===== src/rtl/mem_bus_if.sv =====
// mem_bus_if: multiplexed 6502 external bus between the core (master) and a memory-side target (slave).
// Signals:
//   addr_mux_in - address byte, high byte while phase=1, low byte while phase=0
//   phase       - 1 = high-byte phase, 0 = low-byte phase
//   rw          - 0 = read, 1 = write (valid with the low byte)
//   data_in     - write data from the core
//   data_out    - read data back to the core
//   data_oe     - data_out valid/driven
interface mem_bus_if;
    logic [7:0] addr_mux_in;
    logic       phase;
    logic       rw;
    logic [7:0] data_in;
    logic [7:0] data_out;
    logic       data_oe;
    modport master (output addr_mux_in, phase, rw, data_in, input data_out, data_oe);
    modport slave (input addr_mux_in, phase, rw, data_in, output data_out, data_oe);
endinterface


===== src/rtl/mem_bus_responder.sv =====
// mem_bus_responder: memory-side target that demultiplexes the 6502 address stream and serves one access per bus cycle.
// Ports:
//   clk, rst_n       - clock, asynchronous active-low reset
//   bus (slave)      - multiplexed address/phase/rw/data bus, see mem_bus_if
//   ld_en/addr/data  - preload port into the byte array, usable in any state
//   hit              - last completed access fell inside the array
//   addr_out         - last captured full address
//   acc_count        - completed access counter (wraps)
// Build option: define MEM_BUS_WRITE_EN to let bus writes modify the array; otherwise it is ROM from the bus side.
module mem_bus_responder #(
    parameter int         DEPTH_LOG2 = 5,
    parameter logic [7:0] BASE_HI    = 8'h00,
    parameter logic [7:0] FILL       = 8'hEA
) (
    input  logic                  clk,
    input  logic                  rst_n,
    mem_bus_if.slave              bus,
    input  logic                  ld_en,
    input  logic [DEPTH_LOG2-1:0] ld_addr,
    input  logic [7:0]            ld_data,
    output logic                  hit,
    output logic [15:0]           addr_out,
    output logic [7:0]            acc_count
);
    typedef enum logic [1:0] {IDLE, HI, ACC} state_t;
    state_t state, state_nx;
    logic phase_q, rise, cap_hi, cap_lo, acc, match, rw_r;
    logic [7:0] abh_r, abl_r;
    logic [7:0] mem [2**DEPTH_LOG2];
    logic [DEPTH_LOG2-1:0] idx;
    assign rise  = bus.phase & ~phase_q;
    assign idx   = abl_r[DEPTH_LOG2-1:0];
    assign match = abh_r == BASE_HI && abl_r[7:DEPTH_LOG2] == '0;
    always_ff @(posedge clk or negedge rst_n) begin
        if (!rst_n) begin
            state   <= IDLE;
            phase_q <= 1'b0;
        end else begin
            state   <= state_nx;
            phase_q <= bus.phase;
        end
    end
    // ACC is a single cycle; a rise seen during it chains straight into the next cycle's HI.
    always_comb begin
        state_nx = state;
        cap_hi   = 1'b0;
        cap_lo   = 1'b0;
        acc      = 1'b0;
        case (state)
            IDLE: begin
                cap_hi   = rise;
                state_nx = rise ? HI : IDLE;
            end
            HI: begin
                cap_lo   = ~bus.phase;
                state_nx = bus.phase ? HI : ACC;
            end
            ACC: begin
                acc      = 1'b1;
                cap_hi   = rise;
                state_nx = rise ? HI : IDLE;
            end
            default: state_nx = IDLE;
        endcase
    end
    // Later assignments win: a rise during ACC clears data_oe, and a preload beats a bus write to the same byte.
    always_ff @(posedge clk or negedge rst_n) begin
        if (!rst_n) begin
            abh_r        <= '0;
            abl_r        <= '0;
            rw_r         <= 1'b0;
            bus.data_out <= '0;
            bus.data_oe  <= 1'b0;
            hit          <= 1'b0;
            addr_out     <= '0;
            acc_count    <= '0;
            for (int i = 0; i < 2**DEPTH_LOG2; i++) mem[i] <= '0;
        end else begin
            if (acc) begin
                hit         <= match;
                acc_count   <= acc_count + 8'd1;
                addr_out    <= {abh_r, abl_r};
                bus.data_oe <= ~rw_r;
                if (!rw_r) bus.data_out <= match ? mem[idx] : FILL;
`ifdef MEM_BUS_WRITE_EN
                if (rw_r && match) mem[idx] <= bus.data_in;
`endif
            end
            if (cap_hi) begin
                abh_r       <= bus.addr_mux_in;
                bus.data_oe <= 1'b0;
            end
            if (cap_lo) begin
                abl_r <= bus.addr_mux_in;
                rw_r  <= bus.rw;
            end
            if (ld_en) mem[ld_addr] <= ld_data;
        end
    end
`ifndef MEM_BUS_WRITE_EN
    logic unused_data_in;
    assign unused_data_in = ^bus.data_in;
`endif
endmodule


===== src/flat_wrapper.sv =====
// flat-port wrapper written by rule: the top's interface ports become plain ports
module mem_bus_responder_flat 
#(
    parameter int         DEPTH_LOG2 = 5,
    parameter logic [7:0] BASE_HI    = 8'h00,
    parameter logic [7:0] FILL       = 8'hEA
)
  (clk, rst_n, ld_en, ld_addr, ld_data, hit, addr_out, acc_count, bus_addr_mux_in, bus_phase, bus_rw, bus_data_in, bus_data_out, bus_data_oe);
  mem_bus_if bus_i ();
  input  logic clk;
  input  logic rst_n;
  input  logic ld_en;
  input  logic [DEPTH_LOG2-1:0] ld_addr;
  input  logic [7:0] ld_data;
  output logic hit;
  output logic [15:0] addr_out;
  output logic [7:0] acc_count;
  input wire logic [$bits(bus_i.addr_mux_in)-1:0] bus_addr_mux_in;
  input wire logic [$bits(bus_i.phase)-1:0] bus_phase;
  input wire logic [$bits(bus_i.rw)-1:0] bus_rw;
  input wire logic [$bits(bus_i.data_in)-1:0] bus_data_in;
  output wire logic [$bits(bus_i.data_out)-1:0] bus_data_out;
  output wire logic [$bits(bus_i.data_oe)-1:0] bus_data_oe;
  assign bus_i.addr_mux_in = bus_addr_mux_in;
  assign bus_i.phase = bus_phase;
  assign bus_i.rw = bus_rw;
  assign bus_i.data_in = bus_data_in;
  assign bus_data_out = bus_i.data_out;
  assign bus_data_oe = bus_i.data_oe;
  mem_bus_responder #(.DEPTH_LOG2(DEPTH_LOG2), .BASE_HI(BASE_HI), .FILL(FILL)) u_core (.clk(clk), .rst_n(rst_n), .bus(bus_i), .ld_en(ld_en), .ld_addr(ld_addr), .ld_data(ld_data), .hit(hit), .addr_out(addr_out), .acc_count(acc_count));
endmodule

===== config.mk =====
export PLATFORM = sky130hd
export DESIGN_NAME = mem_bus_responder_flat
export DESIGN_NICKNAME = d
export VERILOG_FILES = /design/src/rtl/mem_bus_if.sv /design/src/rtl/mem_bus_responder.sv /design/src/flat_wrapper.sv
export SDC_FILE = /design/constraint.sdc
export NUM_CORES = 1
export LEC_CHECK = 0
export CORE_AREA = 2 2 172 132
export DETAILED_ROUTE_END_ITERATION = 6
export DIE_AREA = 0 0 174 134
export HOLD_SLACK_MARGIN = 0.15
export PLACE_DENSITY = 0.84
export SYNTH_ARGS = -nofsm -noshare
export SYNTH_HDL_FRONTEND = slang
export SYNTH_SLANG_ARGS = --single-unit
export TNS_END_PERCENT = 100

===== constraint.sdc =====
create_clock -name clk -period 5.8 [get_ports clk]
set_input_delay 1.74 -clock clk [delete_from_list [all_inputs] [get_ports clk]]
set_output_delay 1.74 -clock clk [all_outputs]
set_load 0.01 [all_outputs]

==> summary.txt <==
Status
  • Run status: finished clean

Timing
  • Max frequency: 0.290 GHz
  • Slew @ Worst Pin: 1.26 ns
  • Final setup fails: 0
  • Clk_skew: 0.00736 ns
  • Tmin final: 3.45 ns
  • RSZ-0062 raised after global routing: no
  • Setup WS post-layout: 2.35 ns
  • Total negative slack: 0 ns
  • Slew Viols, Final: 0
  • Tcrit/Tclk final: 59.6%
  • Hold Fails Final Rpt: 0
  • Slew margin rel.: 15.9%

Die
  • Rows: 47
  • Top Ports: 68
  • Die footprint: 23300 sq um
  • Die Y-Extent: 134 um
  • Die W: 174 um
  • Initial cell density of the core: 64.0%
  • Core footprint: 21600 sq um

Route
  • Pre-antenna DRT Iters: 5
  • Antenna viol nets, final: 0
  • Vias per cell: 6.35
  • DRC viols: 0
  • Initial DRC count: 699
  • Vias: 8211
  • Wire per inst: 24.1 um
  • Total Wirelength: 31100 um

Yosys
  • Synthesized instance count: 935
  • Syn avg cell area: 14.8 sq um
  • Biggest area consumer among synthesized cells: dfrtp_1
  • Area contributors post-synth: dfrtp_1 56%, mux2_2 22%, mux4_2 9.9%
  • FFs w/ async S/R, synth: 100%
  • Post-synthesis sequential area ratio: 56.0%
  • Unique masters post-synth: 51
  • Top FF cell, synth: dfrtp_1
  • Flops & latches, synth: 310
  • Synth Cell Area: 13800 sq um
  • Post-synth EDFFs: 0
  • Syn Nets: 970
  • Yosys warning count: 0
  • Area share of the largest cell type after synthesis: 56.0%

Placed design
  • Final estimated routing congestion in global placement: 0.802
  • Pre-CTS setup slack: 1.80 ns
  • IO buf count: 59
  • Final HPWL from detailed placement: 19500 um

Final layout
  • Area growth syn-to-layout: 13.2%
  • Ant diodes: 0
  • Layout Nets: 1015
  • Seq. cell area: 7760 sq um
  • FILL cells: 1383
  • Layout cells sized above 1: 41.4%
  • Area of the multi-input gates: 5780 sq um

Job
  • Max-cap violations: 0

Worst setup path
  • Worst Path Max Fanout: 8
  • CP Data Required Time: 6.23 ns
  • Setup Crit Path Kind: in2reg
  • Slowest Stage Delay on Critical Path: 0.75 ns
  • Crit end category: register
  • R2R Path End: u_core.bus.data_out[6]
  • Slowest cell on the critical path: nor2_1
  • Critical path's top delay family: simple AND/OR/NAND/NOR gates
  • Critical Path Source Type: input port
  • WP data arrival: 3.88 ns
  • R2R Setup Slk: 2.80 ns
  • Worst Reg-to-Reg Cells: 5
  • Buf/Inv on CP: 1
  • Critical path, cell by cell: clkdlybuf4s50_1 > nand3_1 > nor2_1 > mux2_2
  • R2R Path Start: u_core.abl_r[0]

Hold path
  • Hold Path Stages: 2
  • Hold path startpoint: u_core.addr_out[14]
  • Hold EP: u_core.addr_out[14]
  • Worst min-delay path class: reg2reg

CTS
  • Postcts setup bufs: 0
  • CTS Hold Bufs: 0
  • Clock slew at reported path FFs: 0.06 ns
  • Clock H-tree levels: 1
  • Clock net sink count: 310
  • Longest Clk Path Bufs: 3
  • CTS tree: built
  • Cts bufs inserted: 29
  • Post-cts resize count: 0
  • Worst-Skew Late Latency: 0.54 ns
  • Root buf cell: clkbuf_16

GRT
  • Largest net degree at the start of global routing: 118
  • Vias in the first global route: 8448
  • First-pass GRT wire length: 50400 um
  • Global Route Usage Sum: 28.4%
  • Initial antenna violation count: 0
  • Total global routing overflow: 0

Power and ir drop
  • Total power: 6280 uW
  • Leak: 0.00693 uW
  • Worst vdd ir: 0.241 mV
  • PwrDens: 401 nW/um^2
power breakdown:
| part | switching (uW) | leakage, uW | total, uW | internal [uW] |
|---|---|---|---|---|
| Clock | 808 | 0.000509 | 2020 | 1220 |
| Sequential | 310 | 0.00393 | 2900 | 2590 |
| Combinational | 582 | 0.00249 | 1350 | 769 |
| Total | 1700 | 0.00693 | 6280 | 4580 |
routing by layer:
metal / global-route usage (%) / vias to the layer above / wire [um]
met1: 42.7 / 4396 / 13800
met5: 0 / - / 0
met3: 6.38 / 51 / 2060
met4: 6.44 / 0 / 578
met2: 43.1 / 254 / 14700
li1: - / 3510 / -
worst max-delay path by stage:
stage | from | cells past startpoint | to | slack [ns]
2_1_floorplan | ld_addr[1] | 5 | u_core.mem[24] | 2.64
3_3_place_gp | ld_addr[2] | 4 | u_core.mem[5] | 1.91
3_5_place_dp | ld_addr[2] | 4 | u_core.mem[1] | 1.80
4_1_cts | ld_addr[2] | 4 | u_core.mem[15] | 2.39
5_1_grt | ld_addr[2] | 4 | u_core.mem[33] | 2.25
6_report | ld_addr[2] | 4 | u_core.mem[0] | 2.35
logic make-up (layout without fill, tap and decap cells):
kind of cell             after synthesis  after routing  synth area share (%)
AO/OA/AOI/OAI                         44             44                  2.36
XOR/XNOR                               7              7                 0.443
adder cells (fa/ha/maj)                1              1                0.0904
buffers and inverters                 63            128                  2.18
flip-flops                           310            310                  56.0
multiplexers                         352            352                  33.4
AND/OR/NAND/NOR                      158            158                  5.46
worst register-to-register path: stages, from the launching register on:
cell and delay (ns):
dfrtp_4 0.98, buf_4 0.48, mux4_2 0.55, o221ai_1 0.35, a21oi_1 0.13, o32a_1 0.39
state kept, by name (all words and copies together) (netlist names):
name,cells
u_core.phase_q,1
u_core.abh_r,8
u_core.hit,1
u_core.bus.data_oe,1
u_core.rw_r,1
u_core.acc_count,8
u_core.addr_out,16
u_core.bus.data_out,8
u_core.abl_r,8
u_core.mem,256
u_core.state,2
synth_stat cells (4+ instances only):
| cell | instances |
|---|---|
| nand3b_1 | 4 |
| o221ai_1 | 5 |
| nor2_2 | 8 |
| nor2_1 | 20 |
| nor2b_1 | 4 |
| o32a_1 | 4 |
| clkbuf_1 | 44 |
| mux2i_1 | 20 |
| o22ai_1 | 4 |
| mux4_2 | 61 |
| o21ai_0 | 5 |
| mux2_2 | 270 |
| nand2_1 | 80 |
| a21oi_1 | 7 |
| buf_2 | 8 |
| xnor2_1 | 6 |
| nand3_1 | 9 |
| nor3b_1 | 5 |
| dfrtp_1 | 310 |
| nand2b_1 | 8 |
layout by cell type, fill, tap and decap left out, drive strengths merged, types with 4 or more instances in the layout:
cell type      instances
a21oi                  7
a22oi                  4
buf                   17
bufinv                 4
clkbuf                42
clkdlybuf4s50         58
clkinv                 6
dfrtp                310
mux2                 271
mux2i                 20
mux4                  61
nand2                 80
nand2b                 8
nand3                  9
nand3b                 4
nor2                  28
nor2b                  4
nor3b                  7
o21ai                  6
o221ai                 5
o22ai                  4
o32a                   4
xnor2                  6
area by class of cell:
type	count	area share [%]
flip-flops and latches	310	49.5
multi-input cells	562	36.9
clock buffers	42	5.58
repair buffers	75	4.65
well taps	294	2.35
clock inverters	9	0.926
inverters	2	0.0479
per-stage QoR:
stage	cell area (sq um)	util [%]	cells	hold slack [ns]
2_1_floorplan	13800	-	935	0.452
3_3_place_gp	14600	67.7	1243	0.461
3_5_place_dp	14600	67.7	1243	0.463
4_1_cts	15700	72.4	1294	0.479
5_1_grt	15700	72.4	1294	0.504
6_report	15700	72.4	1294	0.479
Note: power is estimated with default switching activity, not from simulation.
